--- src/rtl/pci_arbiter_rr.sv ---
// pci_arbiter_rr: central PCI bus arbiter for N_MASTERS REQ#/GNT# pairs.
// Fixed-priority or round-robin selection, optional bus parking, hidden
// arbitration during a transaction, one idle GNT# cycle on every hand-over,
// and revocation of a grant whose master never drives FRAME#.
module pci_arbiter_rr #(
  parameter int N_MASTERS    = 4,
  parameter int MODE         = 1,
  parameter int PARK_EN      = 1,
  parameter int PARK_MASTER  = 0,
  parameter int IDLE_TIMEOUT = 16
) (
  input  logic                         clk,
  input  logic                         reset,
  input  logic [N_MASTERS-1:0]         req_n,
  input  logic                         frame_n,
  input  logic                         irdy_n,
  output logic [N_MASTERS-1:0]         gnt_n,
  output logic [$clog2(N_MASTERS)-1:0] owner,
  output logic                         owner_valid,
  output logic                         bus_idle
);

  localparam int IW = $clog2(N_MASTERS);
  localparam int TW = $clog2(IDLE_TIMEOUT + 1);

  localparam logic [IW-1:0]        PARK_IDX  = IW'(PARK_MASTER);
  localparam logic [IW-1:0]        LAST_IDX  = IW'(N_MASTERS - 1);
  localparam logic [TW-1:0]        TIMEOUT   = TW'(IDLE_TIMEOUT);
  localparam logic [N_MASTERS-1:0] PARK_GNT  = ~(N_MASTERS'(1) << PARK_MASTER);

  typedef enum logic [1:0] {
    S_IDLE,   // nobody granted (GNT# released or parked)
    S_GNT,    // cur granted, waiting for it to start with FRAME#
    S_BUSY,   // cur has started a transaction
    S_TURN    // one cycle with every GNT# high before a new grant
  } state_t;

  state_t               state, state_next;
  logic [IW-1:0]        cur, cur_next;
  logic [IW-1:0]        pend, pend_next;
  logic [IW-1:0]        last_owner, last_next;
  logic [TW-1:0]        timer, timer_next, timer_inc;
  logic [N_MASTERS-1:0] gnt_n_next;

  logic [N_MASTERS-1:0] req;
  logic [N_MASTERS-1:0] req_others;
  logic                 any_req;
  logic                 any_other;
  logic [IW-1:0]        win_all;
  logic [IW-1:0]        win_other;
  logic                 tx_start;
  logic                 idle_wait;

  // Winner among the active-high requests in req. Fixed mode takes the lowest
  // index; round robin takes the first index above 'after', else wraps to the
  // lowest index overall.
  function automatic logic [IW-1:0] pick(input logic [N_MASTERS-1:0] r,
                                         input logic [IW-1:0]        after);
    logic [IW-1:0] low;
    logic [IW-1:0] high;
    logic          high_found;
    low        = '0;
    high       = '0;
    high_found = 1'b0;
    for (int i = N_MASTERS - 1; i >= 0; i--) begin
      if (r[i]) low = IW'(i);
      if (r[i] && (i > int'(after))) begin
        high       = IW'(i);
        high_found = 1'b1;
      end
    end
    return ((MODE == 1) && high_found) ? high : low;
  endfunction

  assign req        = ~req_n;
  assign req_others = req & ~(N_MASTERS'(1) << cur);
  assign any_req    = |req;
  assign any_other  = |req_others;
  assign win_all    = pick(req, last_owner);
  assign win_other  = pick(req_others, cur);

  // A transaction starts only on FRAME# asserted after an idle bus cycle, so a
  // previous master still finishing its burst is not mistaken for the grantee.
  assign tx_start  = !frame_n && bus_idle;
  assign idle_wait = bus_idle && frame_n;

  assign owner       = cur;
  assign owner_valid = (state == S_GNT) || (state == S_BUSY);

  // Next-state, grant bookkeeping and the next registered GNT# pattern.
  always_comb begin
    // NOTE: every signal written here gets a default first, so no path leaves
    // one unassigned and no latch can be inferred.
    state_next = state;
    cur_next   = cur;
    pend_next  = pend;
    last_next  = last_owner;
    timer_next = timer;
    gnt_n_next = '1;
    timer_inc  = (timer == TIMEOUT) ? timer : timer + TW'(1);

    unique case (state)
      S_IDLE: begin
        if (any_req) begin
          if ((&gnt_n) || ((PARK_EN != 0) && (win_all == PARK_IDX))) begin
            state_next = S_GNT;
            cur_next   = win_all;
            timer_next = '0;
          end else begin
            state_next = S_TURN;
            pend_next  = win_all;
          end
        end
      end
      S_GNT: begin
        if (tx_start) begin
          state_next = S_BUSY;
          last_next  = cur;
          timer_next = '0;
        end else if (req_n[cur]) begin
          state_next = any_other ? S_TURN : S_IDLE;
          pend_next  = win_other;
        end else if (idle_wait) begin
          timer_next = timer_inc;
          if (timer_inc == TIMEOUT) begin
            // Unused grant revoked; the master drops to lowest RR priority.
            last_next  = cur;
            state_next = any_other ? S_TURN : S_IDLE;
            pend_next  = win_other;
          end
        end
      end
      S_BUSY: begin
        if (!any_req) begin
          state_next = S_IDLE;
        end else if (win_all != cur) begin
          state_next = S_TURN;
          pend_next  = win_all;
        end
      end
      S_TURN: begin
        if (!req_n[pend]) begin
          state_next = S_GNT;
          cur_next   = pend;
          timer_next = '0;
        end else if (any_req) begin
          state_next = S_GNT;
          cur_next   = win_all;
          timer_next = '0;
        end else begin
          state_next = S_IDLE;
        end
      end
      default: state_next = S_IDLE;
    endcase

    unique case (state_next)
      S_GNT, S_BUSY: gnt_n_next = ~(N_MASTERS'(1) << cur_next);
      S_IDLE: begin
        // Park only from a released or already-parked bus, so moving the
        // grant away from another master still costs one idle GNT# cycle.
        if ((PARK_EN != 0) && !any_req && ((&gnt_n) || (gnt_n == PARK_GNT)))
          gnt_n_next = PARK_GNT;
      end
      default: gnt_n_next = '1;
    endcase
  end

  // State, grant and bus-idle registers with synchronous reset.
  always_ff @(posedge clk) begin
    // NOTE: non-blocking assignments so every register samples pre-edge values.
    if (reset) begin
      state      <= S_IDLE;
      cur        <= '0;
      pend       <= '0;
      last_owner <= LAST_IDX;
      timer      <= '0;
      gnt_n      <= '1;
      bus_idle   <= 1'b1;
    end else begin
      state      <= state_next;
      cur        <= cur_next;
      pend       <= pend_next;
      last_owner <= last_next;
      timer      <= timer_next;
      gnt_n      <= gnt_n_next;
      bus_idle   <= frame_n & irdy_n;
    end
  end

endmodule

--- config.mk ---
export PLATFORM = sky130hd
export DESIGN_NAME = pci_arbiter_rr
export DESIGN_NICKNAME = d
export VERILOG_FILES = /design/src/rtl/pci_arbiter_rr.sv
export SDC_FILE = /design/constraint.sdc
export NUM_CORES = 1
export LEC_CHECK = 0
export CORE_ASPECT_RATIO = 1.25
export CORE_MARGIN = 5
export CORE_UTILIZATION = 46
export CTS_CLUSTER_SIZE = 40
export DETAILED_ROUTE_END_ITERATION = 10
export GPL_ROUTABILITY_DRIVEN = 0
export PLACE_DENSITY = 0.69
export SKIP_CTS_REPAIR_TIMING = 1
export SLEW_MARGIN = 30
export SYNTH_ARGS = -nofsm -noshare
export SYNTH_HDL_FRONTEND = slang
export SYNTH_SLANG_ARGS = --single-unit
--- constraint.sdc ---
create_clock -name clk -period 3.34 [get_ports clk]
set_input_delay 0.501 -clock clk [delete_from_list [all_inputs] [get_ports clk]]
set_output_delay 0.501 -clock clk [all_outputs]
set_load 0.01 [all_outputs]
* Yosys cells after proc, flatten, opt, wreduce, memory -nomap -nowiden *
Cells that the tools add are included.

storage, ports and cells
  bits in registers = 18
  input port bits = 8
  output and inout bits = 8
  word-level logic and storage cells = 139

operators by class
  order comparisons = 8
  add/subtract/negate cells = 1
  shifts and indexed selects = 2
  eq/ne operators = 21
  mux-type cells = 67
  reduce and logical (&&, ||, !) cells = 28
  bitwise gates (word level) = 5

operator list
  cell                                                        count
  2-to-1 mux 2 bit                                            41
  2-to-1 mux 5 bit                                            8
  one-hot mux 5 bit (3 select lines)                          1
  inequality test 2 bit, second input constant                6
  inverter 4 bit                                              3
  2-to-1 mux 1 bit                                            11
  equality test 5 bit, second input constant                  2
  logical AND 1 bit                                           9
  inequality test 3 bit, second input constant                3
  greater-than comparator 2 bit, first input constant         4
  one-hot mux 2 bit (4 select lines)                          1
  one-hot mux 4 bit (2 select lines)                          1
  AND reduction 4 bit                                         2
  AND reduction 8 bit                                         1
  OR reduction 4 bit                                          2
  << shifter 1 x 2 -> 4 bit, first input constant             2
  equality test 2 bit, second input constant                  3
  zero test 2 bit                                             3
  less-than comparator 2 x 3 -> 1 bit, second input constant  2
  one-hot mux 2 bit (3 select lines)                          1
  AND reduction 6 bit                                         1
  nonzero test 3 bit                                          2
  adder 5 x 1 -> 5 bit, second input constant                 1
  AND 4 bit                                                   1
  other kinds (14)                                            21

* Longest topological paths before layout *
Gate-level depths: netlist of run 1.

  depth after elaboration = 14
  gate-level depth with buffers = 12
  depth with buffers taken out = 12

* Least setup slack after synthesis of run 1 *
OpenSTA, ideal clock, no wires.

  path kind = reg-to-reg
  start point = reg timer[0]
  end point = reg gnt_n[3]
  arrival = 2.567 ns
  path buffers = 0
  library setup time = 0.142 ns
  cell stages (with the launch flop) = 13
  period minus slack after synthesis = 2.709 ns
  setup slack = 0.631 ns
  path through = dfxtp_1 -> inv_1 -> ha_1 -> nand2_1 -> a22oi_1 -> mux2_2 -> or4_1 -> o221ai_1 -> nand2_1 -> ha_1 -> nor3_1 -> nor2b_1 -> a21oi_1

between the ends
  word-level cells in the longest chain between the ends = 11
  elaborated cells between the ends (all ways) = 14
  classes of those cells = add/sub: 1; eq/ne: 4; mux: 7; reduce/logical: 2

RTL lines
  element                                                              RTL line  RTL
  start, declared                                                      42        logic [TW-1:0] timer, timer_next, timer_inc;
  start signal, assigned                                               185       timer <= timer_next;
  adder 5 x 1 -> 5 bit or equality test 5 bit (tied branches)          100       timer_inc = (timer == TIMEOUT) ? timer : timer + TW'(1);
  2-to-1 mux 5 bit (*)                                                 100
  equality test 5 bit (*)                                              125       if (timer_inc == TIMEOUT) begin
  2-to-1 mux 2 bit (*)                                                 125
  2-to-1 mux 2 bit (*)                                                 123       end else if (idle_wait) begin
  2-to-1 mux 2 bit (*)                                                 120       end else if (req_n[cur]) begin
  2-to-1 mux 2 bit (*)                                                 116       if (tx_start) begin
  one-hot mux 2 bit (4 select lines) (*)                               102       unique case (state)
  net state_next[1]                                                    38        state_t state, state_next;
  equality test 2 x 1 -> 1 bit or equality test 2 bit (tied branches)  157       unique case (state_next)
  OR reduction 2 bit                                                   157
  one-hot mux 4 bit (2 select lines) (*)                               157
  end signal, assigned                                                 186       gnt_n <= gnt_n_next;
  end, declared                                                        17        output logic [N_MASTERS-1:0] gnt_n,

The timed path passes the listed nets; every way through them passes the cells marked *.
A chain may end at the register's enable or synchronous reset.

* Final worst setup path of run 1 *
  start point = in req_n[3]
  end point = reg gnt_n[1]

between the ends
  word-level cells in the longest chain between the ends = 14
  elaborated cells between the ends (all ways) = 47
  classes of those cells = eq/ne: 3; shift: 1; mux: 33; bitwise: 3; reduce/logical: 7

RTL lines
  element                                                                                   RTL line  RTL
  start, declared                                                                           14        input logic [N_MASTERS-1:0] req_n,
  inverter 4 bit                                                                            75        assign req = ~req_n;
  2-to-1 mux 2 bit or logical AND 1 bit (tied branches)                                     66, 67
  2-to-1 mux 2 bit (tied with other cells) (3 in a row)                                     66        if (r[i]) low = IW'(i);
  2-to-1 mux 2 bit                                                                          72        return ((MODE == 1) && high_found) ? high : low;
  zero test 2 bit                                                                           105       if ((&gnt_n) || ((PARK_EN != 0) && (win_all == PARK_IDX))) begin
  logical OR 1 bit                                                                          105
  2-to-1 mux 2 bit                                                                          105
  2-to-1 mux 2 bit                                                                          104       if (any_req) begin
  one-hot mux 2 bit (4 select lines) or one-hot mux 2 bit (2 select lines) (tied branches)  102
  equality test 2 x 1 -> 1 bit (tied with other cells)                                      157
  OR reduction 2 bit or inverter 4 bit (tied branches)                                      157, 158
  one-hot mux 4 bit (2 select lines) (*)                                                    157

Every way passes the cells marked *; elsewhere a longest branch is shown, timed or not. The select of a mux whose other input is x is not followed.

==> flow_metrics.tcl, run 1 <==
set metrics [dict create \
    status "completed" \
    grt_pass1_wl_um 7314 \
    rrSetupSlack_ns 0.36 \
    path_max_fanout 10 \
    crit_family "simple AND/OR/NAND/NOR gates" \
    r2r-end "gnt_n[1]" \
    drt_iter0_markers 80 \
    numCtsBuffers 3 \
    worst_pin_slew_ns 0.6186 \
    ys_seq_area_frac 0.2060 \
    fin_skew_ns 0.005217 \
    p_leak_nw 0.7518 \
    p_sw_w 0.0006877 \
    setup_viol 0 \
    crit_path_end_kind "flip-flop" \
    slew_viol_final 0 \
    die_area_sq_um 5144 \
    drv_cap 0 \
    critPathLaunchType "primary input" \
    avgSynthCellArea_sq_um 7.672 \
    irDropWorstVdd_uv 656.8 \
    path_depth 10 \
    initial_utilization 0.4699 \
    ys.flop_type "dfxtp_1" \
    io_pins 16 \
    syn-num-nets 244 \
    drc 0 \
    p_per_area_nw_per_um2 746.7 \
    final.setup.worst_slack_ns 0.3244 \
    cts_tree "built" \
    post-dp-hpwl_um 3397 \
    dp_worst_setup_slack_ns 0.1021 \
    cts.sinks 18 \
    final_common_cell "dfxtp_1" \
    async_flop_share 0 \
    grt_usage 0.1774 \
    final_core_util 0.5408 \
    clk_pin_slew_ns 0.07 \
    power.internal_w 0.0008156 \
    layout_common_cells "dfxtp_1, nand3_1, nand2_1" \
    placementRows 25 \
    placed_area_sq_um 1958 \
    num_vias 1757 \
    critical_path_class "in -> reg" \
    seq_power_share 0.231 \
    area_growth_pct 15.09 \
    synthCells 228 \
    timing.critical_path.from "req_n[3]" \
    layout_min_cycle_time_ns 3.016 \
    critPathBufInv 1 \
    ff2ff_path_depth 11 \
    die_y_um 78.95 \
    numPortBuffers 15 \
    cp_slowest_cell "clkdlybuf4s50_1" \
    netSwitchingFraction 0.4574 \
    fmax_mhz 331.6 \
    drt-vias-per-instance 6.165 \
    wl_per_cell_um 15.40 \
    clockRootBuffer "clkbuf_8" \
    globalRouteOverflowTotal 0 \
    period_share 0.9029 \
    synth_seq_cells 18 \
    clock_power_share 0.124 \
    arrival_ns 3.15 \
    max-slew-margin-rel 0.5870 \
    rsz0062_at_grt "no" \
    clk_path_buf_depth 2 \
    cp_cell_sequence "clkdlybuf4s50_1, mux2_2, o22a_1, a21oi_1, nand4b_1, a211oi_1, and2_1, ha_1, nor4_1, a31oi_1" \
    hold_violations 0 \
    die_x_um 65.16 \
    core_sq_um 3722 \
    synth_area_sq_um 1749 \
    dr.pass1.iters 4 \
    antenna_found_initial 0 \
    reg2reg_from "timer[0]" \
    design_area_sq_um 2013 \
    grt_max_degree 18 \
    drive_gt1_frac 0.1102 \
    routed_wl_um 4390 \
    max_stage_delay_ns 0.64 \
    ys_types 61 \
    crit_required_ns 3.48 \
    yosysWarnings 0 \
    ant_nets 0 \
    cp-endpoint "gnt_n[1]" \
    synth_enable_flop_cells 0 \
    cts_max_level 1 \
    antennaDiodeCount 0 \
    clk-insertion-delay-late_ns 0.26 \
    setup-tns-final_ns 0 \
    p_comb_frac 0.645 \
    grt_pass1_vias 1620 \
    worst_hold_path_type "reg -> reg" \
    finalNetCount 262 \
]
==> worst min path at each step <==
stage / slack, ns / start / depth (start not counted) / to
finish: 0.52 / timer[1] / 2 / timer[1]
CTS: 0.52 / timer[1] / 2 / timer[1]
global route: 0.56 / timer[1] / 2 / timer[1]
floorplan: 0.49 / timer[1] / 2 / timer[1]
global placement: 0.51 / timer[1] / 2 / timer[1]
detailed placement: 0.51 / timer[1] / 2 / timer[1]
==> state kept, by name (all words and copies together) (netlist names) <==
register	flops
bus_idle	1
pend	2
timer	5
gnt_n	4
last_owner	2
state	2
owner	2
==> power by group through the flow <==
stage / sequential (W) / clock [W] / combinational, W
after floorplan: 0.000330 / 0 / 0.000717
after global placement: 0.000351 / 0 / 0.000962
final: 0.000347 / 0.000186 / 0.000970
after CTS: 0.000345 / 0.000189 / 0.000970
after detailed placement: 0.000350 / 0 / 0.000964
after global routing: 0.000359 / 0.000200 / 0.00108
==> synth_stat cells (8+ instances only) <==
| cell type | number | share of area |
|---|---|---|
| inv_1 | 15 | 0.032 |
| a21oi_1 | 14 | 0.040 |
| nand3_1 | 16 | 0.046 |
| nand2_1 | 16 | 0.034 |
| nor3_1 | 8 | 0.023 |
| o21ai_0 | 14 | 0.040 |
| nor2_1 | 11 | 0.024 |
| nor2b_1 | 11 | 0.039 |
| ha_1 | 8 | 0.057 |
| dfxtp_1 | 18 | 0.21 |
==> layout make-up <==
class                      instances  area, sq um
clock buffer                       4        55.05
tap                               40        50.05
sequential                        18        360.3
timing repair buffer              26        232.7
multi-input combinational        182         1259
fill                             366         1709
inverter                          15        56.30
==> tightest hold or removal path, delay by kind of cell (launching register included) <==
kind | cells | cell delay (ns)
AOI/OAI and AO/OA | 1 | 0.05
DFF | 1 | 0.35
and+or+nand+nor | 1 | 0.07
==> metrics by stage <==
stage | power, W | hold WS (ns) | std cells
6_report | 0.001503 | 0.5174 | 285
5_1_grt | 0.001643 | 0.5564 | 285
3_3_place_gp | 0.001313 | 0.5082 | 281
4_1_cts | 0.001505 | 0.5207 | 285
3_5_place_dp | 0.001314 | 0.5109 | 281
2_1_floorplan | 0.001047 | 0.4855 | 228
==> kinds of logic after synthesis <==
group,share of synthesized area
buffers and inverters,0.07439
muxes,0.06795
xor gates and xnor gates,0.01002
AOI/OAI and AO/OA,0.3190
and+or+nand+nor,0.2654
adders and majority gates,0.05723
DFF,0.2060
==> routing by layer <==
layer / wire [um] / up-vias / global-route usage
li1: - / 895 / -
met1: 1961 / 818 / 0.2189
met2: 2164 / 37 / 0.3091
met3: 192 / 7 / 0.02829
met4: 70 / 0 / 0.06224
met5: 0 / - / 0
Note: power is estimated with default switching activity, not from simulation.
==> run 2: changes to the inputs <==
--- a/config.mk
+++ b/config.mk
@@ -8,9 +8,11 @@
 export CORE_ASPECT_RATIO = 1.25
 export CORE_MARGIN = 5
 export CORE_UTILIZATION = 46
+export CTS_CLUSTER_DIAMETER = 120
 export CTS_CLUSTER_SIZE = 40
 export DETAILED_ROUTE_END_ITERATION = 10
 export GPL_ROUTABILITY_DRIVEN = 0
+export HOLD_SLACK_MARGIN = 0.1
 export PLACE_DENSITY = 0.69
 export SKIP_CTS_REPAIR_TIMING = 1
 export SLEW_MARGIN = 30
==> results of run 2 <==
Final layout, timing and power as in run 1 (identical DEF).
==> edit 1, RTL diff (flow settings as in run 1) <==
`MODE`: 1 -> 0.
--- a/src/rtl/pci_arbiter_rr.sv
+++ b/src/rtl/pci_arbiter_rr.sv
@@ -4,7 +4,7 @@
 // and revocation of a grant whose master never drives FRAME#.
 module pci_arbiter_rr #(
   parameter int N_MASTERS    = 4,
-  parameter int MODE         = 1,
+  parameter int MODE         = 0,
   parameter int PARK_EN      = 1,
   parameter int PARK_MASTER  = 0,
   parameter int IDLE_TIMEOUT = 16
Behaviour: not the same (Yosys sat finds a counterexample within 4 cycles, from zero or initial values and one cycle with reset high).
==> edit 1 against run 1 <==
Hold slack lost 0.0044 ns; setup slack better by 0.23 ns; synthesized cell count is 18% lower; total power fell by 18%; sequential cell count shrank 2; clock skew grew 0.0055 ns; final area shrank 21%; area after synthesis down 20%; routed wire length fell by 21%; critical endpoint is now gnt_n[0]; largest cell class unchanged; highest routed layer unchanged.
==> edit 1: results (changes against run 1) <==
ys_seq_area_share_pct: 23.0  # +2.4 points
grt_use_total_pct: 17.4  # -0.32 points
path_delay_family: "compound AO/OA/AOI/OAI gates"
synth_common_cells: "nand2_1, nor2_1, o21ai_0"
drive_gt1_share_pct: 7.65  # -3.4 points
buf_share_pct: 10.4  # -1.1 points
vias: 1436  # -18%
hold_end: "timer[4]"
path_max_fanout: 16  # +6
drt_iter0_markers: 109  # +36%
skew_ns: 0.0107  # +0.00545 ns
cellLeakagePower_nw: 0.600  # -20%
num-nets-final: 211  # -19%
hpwlAfterDp_um: 2640  # -22%
critical-path-max-stage-delay_ns: 0.66  # +0.02 ns
regArea_um2: 320  # -11%
placed_cell_area_mm2: 0.00155  # -21%
status: "finished clean"
period_share_pct: 83.4  # -6.9 points
fill_cells: 305  # -17%
clock_area_share_pct: 2.29  # -0.44 points
multi_input_area_share_pct: 61.3  # -1.2 points
clock_tree.root_cell: "clkbuf_4"
insertion_delay_ns: 0.29  # +0.03 ns
cts.clk_slew.worst_paths_ns: 0.10  # +0.03 ns
vdd_drop_max_v: 0.000419  # -36%
wl_per_cell_um: 15.0  # -2.7%
tightest_slew_ns: 0.576  # -0.0431 ns
grt_pass1_wl_um: 5990  # -18%
synth-seq-cells: 16  # -2
reg2reg_slack_ns: 0.68  # +0.32 ns
rr_worst_depth: 10  # -1
grt_max_degree: 20  # +2
ys_top_cells_by_area: "dfxtp_1, o21ai_0, a21oi_1"
synth_nets: 202  # -17%
worstReg2RegEnd: "gnt_n[0]"
edit 1: changes by cell type after synthesis, sizes merged, moves of 4 or more:
cell / before / now
nand3: 17 / 6
buf: 8 / 2
nor3: 8 / 0
nor2b: 11 / 5
clkbuf: 5 / 11
mux2: 5 / 1
nor2: 11 / 18
edit 1: how the worst max path moves through the flow:
stage                   from        to  depth (start not counted)
finish              req_n[1]  gnt_n[0]                          8
global route        req_n[1]  gnt_n[1]                          9
CTS                 req_n[1]  gnt_n[1]                          8
detailed placement  req_n[1]  gnt_n[1]                          8
global placement    req_n[1]  gnt_n[0]                          8
floorplan           timer[0]  gnt_n[0]                         10
edit 1: logic make-up (layout without fill, tap and decap cells):
family / after synthesis / in the layout / share of synthesized area [%]
AOI/OAI and AO/OA: 69 / 69 / 35.3
and+or+nand+nor: 65 / 65 / 22.5
buffers and inverters: 25 / 33 / 7.36
DFF: 16 / 16 / 23.0
adders and majority gates: 6 / 6 / 5.39
muxes: 6 / 6 / 5.30
xor gates and xnor gates: 1 / 1 / 1.17
edit 1: metal layers:
layer | share of wire, % | GRT usage, %
met3 | 2.6 | 1.26
met4 | 3.6 | 10.6
met2 | 50 | 29.9
met5 | 0 | 0
met1 | 44 | 20.4
edit 1: through the flow:
| step | hold slack (ns) | std cells |
|---|---|---|
| 2_1_floorplan | 0.476 | 188 |
| 3_3_place_gp | 0.500 | 228 |
| 3_5_place_dp | 0.503 | 228 |
| 4_1_cts | 0.519 | 232 |
| 5_1_grt | 0.556 | 232 |
| 6_report | 0.513 | 232 |
edit 1: power by group:
part           internal [mW]  total (mW)  switching [mW]
logic                  0.368       0.805           0.437
registers              0.234       0.302          0.0674
clock network         0.0664       0.132          0.0655
==> edit 2, RTL diff (settings of run 1) <==
Without the edit above. The 4 states of `state_t` get a Gray code encoding in 2 bits.
--- a/src/rtl/pci_arbiter_rr.sv
+++ b/src/rtl/pci_arbiter_rr.sv
@@ -29,10 +29,10 @@
   localparam logic [N_MASTERS-1:0] PARK_GNT  = ~(N_MASTERS'(1) << PARK_MASTER);
 
   typedef enum logic [1:0] {
-    S_IDLE,   // nobody granted (GNT# released or parked)
-    S_GNT,    // cur granted, waiting for it to start with FRAME#
-    S_BUSY,   // cur has started a transaction
-    S_TURN    // one cycle with every GNT# high before a new grant
+    S_IDLE = 2'b00,   // nobody granted (GNT# released or parked)
+    S_GNT  = 2'b01,    // cur granted, waiting for it to start with FRAME#
+    S_BUSY = 2'b11,   // cur has started a transaction
+    S_TURN = 2'b10    // one cycle with every GNT# high before a new grant
   } state_t;
 
   state_t               state, state_next;
Behaviour: same outputs for any inputs over 4 cycles, from zero or initial values and one cycle with reset high; so few cycles prove little.
==> edit 2 against run 1 <==
Register-to-register slack gained 0.55 ns; setup slack improved by 0.32 ns; sequential cell count is the same; highest routed layer unchanged; hold slack better by 0.014 ns; final area down 14%; via count shrank 10%; synthesized cell count fell by 11%; routed wire length is 6.5% lower; area after synthesis fell by 12%; clock power shrank 5%; die area shrank 10%; total power down 32%; cell count fell by 14%.
==> edit 2: results (changes against run 1) <==
clockBufferDepth: 2  # unchanged
skew_ns: 0.00376  # -0.00146 ns
num-nets-final: 218  # -17%
clock_tree.root_cell: "clkbuf_8"
ys_top_cells_by_area: "dfxtp_1, nor2_1, nand2_1"
cts.clk_slew.worst_paths_ns: 0.07  # about the same
vdd_drop_max_v: 0.000333  # -49%
slew_violations: 0  # unchanged
drt_first_pass_iters: 5  # +1
arrival_ns: 2.81  # -0.34 ns
htreeDepth: 1  # unchanged
grt_use_total_pct: 18.7  # +0.98 points
crit_start: "req_n[3]"
viasPerCell: 6.45  # +4.6%
cts_buffers: 3  # unchanged
antenna_found_initial: 0  # unchanged
top_regs: "timer (5), gnt_n (4)"
portBuffers: 15  # unchanged
synth_cell_types: 60  # -1.6%
critPathCapture: "gnt_n[2]"
synthCells: 202  # -11%
worstReg2RegStart: "timer[0]"
reg2reg_slack_ns: 0.91  # +0.55 ns
n_antenna_cell: 0  # unchanged
setup_tns_ns: 0  # unchanged
synth_async_sr_flop_share_pct: 0  # unchanged
drt_iter0_markers: 114  # +43%
synth_common_cells: "nor2_1, dfxtp_1, nand2_1"
relSlewSlack_pct: 54.4  # -4.3 points
hpwlAfterDp_um: 3080  # -9.3%
insertion_delay_ns: 0.25
grt_pass1_wl_um: 6580  # -10%
cellLeakagePower_nw: 0.627  # -17%
ys.flop_type: "dfxtp_1"
status: "finished clean"
rr_worst_depth: 8  # -3
grt_max_degree: 20  # +2
synth_nets: 212  # -13%
grt_pass1_vias: 1449  # -11%
yosys_warnings: 0  # unchanged
hp-class: "reg2reg"
ys_seq_area_share_pct: 23.3  # +2.7 points
worstReg2RegEnd: "state[0]"
path_max_fanout: 17  # +7
whs_path_depth: 2  # unchanged
drive_gt1_share_pct: 9.18  # -1.8 points
drt_wl_total_um: 4110  # -6.5%
==> edit 2: through the flow <==
step	worst slack [ns]	cell area, um^2	utilization (%)	std cells
floorplan	1.13	1540	-	202
global placement	0.493	1670	51.9	240
detailed placement	0.411	1670	51.9	240
CTS	0.674	1730	53.6	244
global route	0.482	1730	53.6	244
finish	0.647	1730	53.6	244
==> edit 2: report_power, final <==
| group | switching (mW) | internal (mW) | leakage [nW] |
|---|---|---|---|
| registers | 0.103 | 0.259 | 0.147 |
| logic | 0.262 | 0.228 | 0.451 |
| clock network | 0.0728 | 0.105 | 0.0288 |
| total | 0.438 | 0.591 | 0.627 |
==> edit 2: routing by layer <==
layer / wire (um) / track usage [%]
met5: 0 / 0
met4: 122 / 10.4
met3: 228 / 2.74
met2: 2040 / 31.4
met1: 1710 / 22.3
==> edit 2: how the worst min path moves through the flow <==
stage               endpoint  slack, ns      from
global placement    timer[1]       0.50  timer[1]
CTS                 timer[1]       0.53  timer[1]
finish              timer[1]       0.53  timer[1]
floorplan           timer[1]       0.47  timer[1]
global route        timer[1]       0.59  timer[1]
detailed placement  timer[1]       0.52  timer[1]
==> edit 2: critical path, stage by stage <==
cell,delay (ns)
clkdlybuf4s50_1,0.66
and3b_1,0.31
a31oi_1,0.37
and3_1,0.25
o211ai_1,0.09
o21ai_0,0.47
nand4b_1,0.14
==> edit 2: kinds of logic after synthesis <==
kind of cell,count (synthesis),share of synthesized area (%)
adders and majority gates,2,1.62
AOI/OAI and AO/OA,69,32.5
and+or+nand+nor,77,27.6
xor gates and xnor gates,1,0.567
buffers and inverters,25,7.29
DFF,18,23.3
muxes,10,7.13
==> edit 2: final cells by class <==
cell class	count	area (um^2)
fill	326	1500
multi-input combinational	159	1070
sequential	18	360
timing repair buffer	16	158
clock buffer	4	55.1
tap	37	46.3
inverter	10	37.5
